`src/rtl/dccm_lsu.sv`:
```
// Load/store initiator for the closely-coupled data RAM. It checks range and alignment,
// drives the DCCM request port, and for loads returns the lane-selected, extended read data.
module dccm_lsu #(
    parameter int unsigned WD        = 1024,
    parameter int unsigned AM        = 11,
    parameter int unsigned AL        = 2,
    parameter logic [31:0] DCCM_BASE = 32'h0000_0000
) (
    input  logic              clk,
    input  logic              rst,
    input  logic              lsu_req_valid,
    output logic              lsu_req_ready,
    input  logic              lsu_req_load,
    input  logic [1:0]        lsu_req_size,
    input  logic              lsu_req_unsigned,
    input  logic [31:0]       lsu_req_addr,
    input  logic [31:0]       lsu_req_wdata,
    input  logic [4:0]        lsu_req_rd,
    output logic              lsu_ld_valid,
    output logic [31:0]       lsu_ld_data,
    output logic [4:0]        lsu_ld_rd,
    output logic              lsu_st_done,
    output logic              lsu_fault,
    output logic [31:0]       lsu_fault_addr,
    output logic              lsu_fault_load,
    output logic              dccm_cen,
    output logic [AM-AL:0]    dccm_addr,
    output logic [3:0]        dccm_wenb,
    output logic [31:0]       dccm_din,
    input  logic [31:0]       dccm_dout
);

    typedef enum logic [1:0] {
        IDLE    = 2'd0,
        LD_WAIT = 2'd1,
        LD_RESP = 2'd2
    } state_t;

    localparam logic [31:0] DCCM_BYTES = 32'(4 * WD);

    state_t      state_q, state_d;
    logic [1:0]  ld_off_q, ld_off_d;
    logic [1:0]  ld_size_q, ld_size_d;
    logic        ld_uns_q, ld_uns_d;
    logic [4:0]  ld_rd_q, ld_rd_d;
    logic [31:0] ld_data_q, ld_data_d;
    logic        st_done_q, st_done_d;
    logic        fault_q, fault_d;
    logic [31:0] fault_addr_q, fault_addr_d;
    logic        fault_load_q, fault_load_d;

    logic [31:0] offset_s;
    logic        aligned_s;
    logic        legal_s;
    logic        accept_s;

    // Byte lane select followed by sign or zero extension of the raw RAM word.
    function automatic logic [31:0] load_extend(input logic [31:0] raw, input logic [1:0] off,
                                                input logic [1:0] size, input logic uns);
        logic [31:0] sh;
        sh = raw >> {off, 3'b000};
        case (size)
            2'd0:    load_extend = uns ? {24'h000000, sh[7:0]} : {{24{sh[7]}}, sh[7:0]};
            2'd1:    load_extend = uns ? {16'h0000, sh[15:0]} : {{16{sh[15]}}, sh[15:0]};
            default: load_extend = sh;
        endcase
    endfunction

    // Request legality: range check is modulo 2^32 so addresses below the base fault.
    always_comb begin
        offset_s = lsu_req_addr - DCCM_BASE;
        case (lsu_req_size)
            2'd0:    aligned_s = 1'b1;
            2'd1:    aligned_s = (lsu_req_addr[0] == 1'b0);
            2'd2:    aligned_s = (lsu_req_addr[1:0] == 2'b00);
            default: aligned_s = 1'b0;
        endcase
        legal_s       = aligned_s && (offset_s < DCCM_BYTES);
        lsu_req_ready = (state_q == IDLE) && !rst;
        accept_s      = lsu_req_valid && lsu_req_ready;
    end

    // DCCM request port, driven in the accept cycle for legal requests only.
    always_comb begin
        dccm_cen  = 1'b0;
        dccm_wenb = 4'b0000;
        dccm_addr = offset_s[AM:AL];
        case (lsu_req_size)
            2'd0:    dccm_din = {4{lsu_req_wdata[7:0]}};
            2'd1:    dccm_din = {2{lsu_req_wdata[15:0]}};
            default: dccm_din = lsu_req_wdata;
        endcase
        if (accept_s && legal_s) begin
            dccm_cen = 1'b1;
            if (!lsu_req_load) begin
                case (lsu_req_size)
                    2'd0:    dccm_wenb = 4'b0001 << lsu_req_addr[1:0];
                    2'd1:    dccm_wenb = 4'b0011 << lsu_req_addr[1:0];
                    2'd2:    dccm_wenb = 4'b1111;
                    default: dccm_wenb = 4'b0000;
                endcase
            end else begin
                dccm_wenb = 4'b0000;
            end
        end else begin
            dccm_cen  = 1'b0;
        end
    end

    // Next-state logic for the load FSM and the response registers.
    always_comb begin
        state_d      = state_q;
        ld_off_d     = ld_off_q;
        ld_size_d    = ld_size_q;
        ld_uns_d     = ld_uns_q;
        ld_rd_d      = ld_rd_q;
        ld_data_d    = ld_data_q;
        st_done_d    = 1'b0;
        fault_d      = 1'b0;
        fault_addr_d = fault_addr_q;
        fault_load_d = fault_load_q;
        case (state_q)
            IDLE: begin
                if (accept_s && !legal_s) begin
                    fault_d      = 1'b1;
                    fault_addr_d = lsu_req_addr;
                    fault_load_d = lsu_req_load;
                end else if (accept_s && lsu_req_load) begin
                    state_d   = LD_WAIT;
                    ld_off_d  = lsu_req_addr[1:0];
                    ld_size_d = lsu_req_size;
                    ld_uns_d  = lsu_req_unsigned;
                    ld_rd_d   = lsu_req_rd;
                end else if (accept_s) begin
                    st_done_d = 1'b1;
                end else begin
                    state_d = IDLE;
                end
            end
            LD_WAIT: begin
                ld_data_d = load_extend(dccm_dout, ld_off_q, ld_size_q, ld_uns_q);
                state_d   = LD_RESP;
            end
            LD_RESP: state_d = IDLE;
            default: state_d = IDLE;
        endcase
    end

    // State and response registers with synchronous reset.
    always_ff @(posedge clk) begin
        if (rst) begin
            state_q      <= IDLE;
            ld_off_q     <= 2'b00;
            ld_size_q    <= 2'b00;
            ld_uns_q     <= 1'b0;
            ld_rd_q      <= 5'd0;
            ld_data_q    <= 32'h0000_0000;
            st_done_q    <= 1'b0;
            fault_q      <= 1'b0;
            fault_addr_q <= 32'h0000_0000;
            fault_load_q <= 1'b0;
        end else begin
            state_q      <= state_d;
            ld_off_q     <= ld_off_d;
            ld_size_q    <= ld_size_d;
            ld_uns_q     <= ld_uns_d;
            ld_rd_q      <= ld_rd_d;
            ld_data_q    <= ld_data_d;
            st_done_q    <= st_done_d;
            fault_q      <= fault_d;
            fault_addr_q <= fault_addr_d;
            fault_load_q <= fault_load_d;
        end
    end

    assign lsu_ld_valid   = (state_q == LD_RESP);
    assign lsu_ld_data    = ld_data_q;
    assign lsu_ld_rd      = ld_rd_q;
    assign lsu_st_done    = st_done_q;
    assign lsu_fault      = fault_q;
    assign lsu_fault_addr = fault_addr_q;
    assign lsu_fault_load = fault_load_q;

endmodule

```
`config.mk`:
```
export PLATFORM = sky130hd
export DESIGN_NAME = dccm_lsu
export DESIGN_NICKNAME = d
export VERILOG_FILES = /design/src/rtl/dccm_lsu.sv
export SDC_FILE = /design/constraint.sdc
export NUM_CORES = 1
export LEC_CHECK = 0
export ABC_CLOCK_PERIOD_IN_PS = 1900
export CORE_ASPECT_RATIO = 0.8
export CORE_MARGIN = 2
export CORE_UTILIZATION = 36
export CTS_CLUSTER_SIZE = 28
export DETAILED_ROUTE_END_ITERATION = 6
export GPL_ROUTABILITY_DRIVEN = 1
export PLACE_DENSITY = 0.79
export SLEW_MARGIN = 15
export SYNTH_ARGS = -nofsm -noshare
export SYNTH_HDL_FRONTEND = slang
export SYNTH_SLANG_ARGS = --single-unit
```
`constraint.sdc`:
```
create_clock -name clk -period 1.9 [get_ports clk]
set_clock_uncertainty 0.1 [all_clocks]
set_input_delay 0.38 -clock clk [delete_from_list [all_inputs] [get_ports clk]]
set_output_delay 0.38 -clock clk [all_outputs]
set_load 0.005 [all_outputs]
```
==> flow_metrics.env <==
export IMPL_drt_wl_total_um=14900
export IMPL_tightest_slew_ps=631
export IMPL_power_leakage_nw=3.21
export IMPL_dpl_cell_count=810
export IMPL_clk_pin_slew_ps=60
export IMPL_placed_area_sq_mm=0.00688
export IMPL_start_util_pct=36.9
export IMPL_rrSetupSlack_ps=-100
export IMPL_setup_slack_ps=-279
export IMPL_h_tree_depth=3
export IMPL_drc=0
export IMPL_path_class="in2out"
export IMPL_timing_final_crit_share_pct=115
export IMPL_min_period_ps=2180
export IMPL_drt_pass1_iterations=4
export IMPL_clockBufferDepth=2
export IMPL_worstPathRequired_ps=1420
export IMPL_via_per_inst=4.99
export IMPL_syn_area_per_cell_sq_um=9.63
export IMPL_pin_count=229
export IMPL_fmax_ghz=0.459
export IMPL_synth_seq_cells=79
export IMPL_syn_to_final_growth_pct=85.5
export IMPL_antenna_left=0
export IMPL_drtIter0Drc=198
export IMPL_hpwl_um=10700
export IMPL_regToRegStartpoint="state_q[0]"
export IMPL_synth_top_area_share_pct=37.3
export IMPL_critical_path_cell_count=8
export IMPL_hold_class="in2reg"
export IMPL_syn_area_sq_mm=0.00425
export IMPL_grt_first_pass_wirelength_um=23200
export IMPL_rows=35
export IMPL_yosysWarnings=0
export IMPL_m1WireLength_um=6310
export IMPL_dr_total_vias=4313
export IMPL_fin_util_pct=68.4
export IMPL_track_usage_pct=22.8
export IMPL_design_power_total_mw=4.43
export IMPL_hold_depth=2
export IMPL_drive_above_1_share_pct=34.3
export IMPL_crit_arrival_ps=1700
export IMPL_top_layer="met4"
export IMPL_crit_chain="buf_8, nor4_4, nand4_4, buf_6, nor3_4, buf_6, o21a_1, buf_2"
export IMPL_synth_area_leaders="dfxtp_1 (37%), mux2_2 (11%), mux2_4 (9.5%)"
export IMPL_maxSlewHeadroom_pct=58.0
export IMPL_ys_seq_area_share_pct=37.3
export IMPL_grt_antenna_before_repair=0
export IMPL_wl_met3_um=857
export IMPL_grt_max_degree=78
export IMPL_wl_met2_um=7450
export IMPL_p_per_area_mw_per_mm2=563
export IMPL_cpMostUsedCell="buf_6"
export IMPL_crit_path_max_fanout=3
export IMPL_cts_tree="built"
export IMPL_die_y_um=101
export IMPL_cp_start_kind="primary input"
export IMPL_gp_congestion=0.917
export IMPL_die_area_sq_mm=0.0127
export IMPL_slew_viol_final=0
export IMPL_violations="negative setup slack"
export IMPL_syn_nets=549
export IMPL_cts_hold_buffers=0
export IMPL_hold_worst_slack_ps=190
export IMPL_cp_slowest_cell="nor4_4"
export IMPL_critPathBufInv=4
export IMPL_hold_viol=0
export IMPL_r2r_cells=9
export IMPL_antenna_cells=0
export IMPL_grt_pass1_vias=4385
export IMPL_port_buffers=228
export IMPL_status="finished, violations left"
export IMPL_grt_overflow=0
export IMPL_core_area_sq_mm=0.0115
export IMPL_root_buffer="clkbuf_16"
export IMPL_cts_sinks=79
export IMPL_end_kind="primary output"
export IMPL_insertion_delay_ps=330
export IMPL_r2r_end="lsu_ld_rd[4]"
export IMPL_crit_start="lsu_req_addr[17]"
export IMPL_rsz0062_at_grt="yes"
export IMPL_cp_endpoint="dccm_wenb[1]"
export IMPL_fin_nets=820
export IMPL_cts_made_buffers=9
export IMPL_crit_family="simple AND/OR/NAND/NOR gates"
export IMPL_finalInstanceArea_sq_mm=0.00787
export IMPL_die_x_um=125
export IMPL_setup_viol=45
export IMPL_ys_types=39
export IMPL_drv_cap=0
export IMPL_synthCells=441
export IMPL_slowest_delay_ps=390
export IMPL_final_cells=865
export IMPL_synth_top_area_cell="dfxtp_1"
export IMPL_wl_per_cell_um=17.2
export IMPL_peakVddDrop_uv=387
-- through the flow --
stage,setup WS (ps),setup TNS (ps)
detailed placement,-1060,-58100
global route,-362,-8470
global placement,-1030,-55570
CTS,-289,-6800
floorplan,-10.7,-237
finish,-279,-4990
-- synthesized netlist by cell type --
cell and instances:
a311oi_4 1, or2_2 1, and4_2 1, and3_1 1, inv_1 3, nor2b_1 41
nor4_1 6, a21o_1 1, mux2_2 40, nor4b_4 1, o211ai_2 1, o211a_1 1
nand2_1 41, o21ai_0 9, o2bb2ai_1 8, dfxtp_1 79, nand2b_1 4, nand4_2 1
a21oi_1 21, clkbuf_2 1, buf_1 7, o21a_1 2, and2_4 1, nand4_1 4
buf_2 1, clkbuf_1 18, o211ai_1 7, buf_6 5, o31a_1 1, buf_4 18
a211oi_1 16, o31ai_1 4, o21ai_4 1, nor3_1 12, mux2_4 27, nor3_4 1
mux4_2 1, mux2i_1 19, nor2_1 34
-- logic make-up (layout without fill, tap and decap cells) --
kind of cell    after synthesis  count (layout)  share of synthesized area [%]
simple gates                149             149                           18.1
mux                          87              87                           25.2
flops                        79              79                           37.3
compound gates               73              73                           12.2
buf+inv                      53             329                           7.22
-- final cells by class --
type	instances	area, sq um
Clock buffer	10	239
Fill cell	862	3640
Inverter	3	11.3
Tap cell	148	185
Sequential cell	79	1590
Timing Repair Buffer	310	3090
Clock inverter	6	70.1
Multi-Input combinational cell	309	2700
-- how the worst min path moves through the flow --
stage                           from                  to  slack, ps
floorplan             lsu_ld_data[0]      lsu_ld_data[0]        350
global placement      lsu_ld_data[4]      lsu_ld_data[4]        350
detailed placement    lsu_ld_data[2]      lsu_ld_data[2]        350
CTS                 lsu_req_addr[15]  lsu_fault_addr[15]        170
global route        lsu_req_addr[15]  lsu_fault_addr[15]        180
finish              lsu_req_addr[15]  lsu_fault_addr[15]        190
-- metal layers --
layer,up-vias,GRT usage (%)
met5,-,0
met4,0,6.58
met3,18,4.01
met2,169,40.6
met1,2042,28.7
li1,2084,-
-- power breakdown --
part / total (mW) / switching, mW / internal (mW)
sequential: 1.74 / 0.0256 / 1.71
combinational: 0.948 / 0.332 / 0.616
clock: 1.75 / 0.692 / 1.06
-- cell usage in the layout (no fill, tap or decap), drive strengths merged, types with 4 or more instances in the layout --
cell type,netlist,final
mux2i,19,19
mux2,67,67
a211oi,16,16
o31ai,4,4
dlygate4sd2,0,36
dfxtp,79,79
nand2,41,41
o211ai,8,8
nand4,5,5
clkdlybuf4s15,0,5
buf,31,110
clkdlybuf4s50,0,156
o2bb2ai,8,8
nor2b,41,41
clkbuf,19,10
nand2b,4,4
nor2,34,34
nor3,13,13
a21oi,21,21
nor4,6,6
o21ai,10,10
-- state kept, by name, indices dropped and copies added (netlist names) --
name / flops
ld_off_q: 2
ld_size_q: 2
ld_uns_q: 1
lsu_fault: 1
lsu_fault_addr: 32
lsu_fault_load: 1
lsu_ld_data: 32
lsu_ld_rd: 5
lsu_st_done: 1
state_q: 2
-- repair_timing --
action,in CTS,in global routing
resized for setup,226,46
setup buffers,35,5
endpoints found under the setup margin,99,79
pin swaps,18,10
cloned,5,0
-- worst register-to-register path: stages (launching register included) --
cell,delay (ps)
dfxtp_2,330
nor4b_4,270
buf_6,160
buf_12,100
o211ai_4,80
buf_6,130
buf_6,120
nor3_4,150
buf_12,160
mux2_4,300
(Power assumes the default switching activity.)
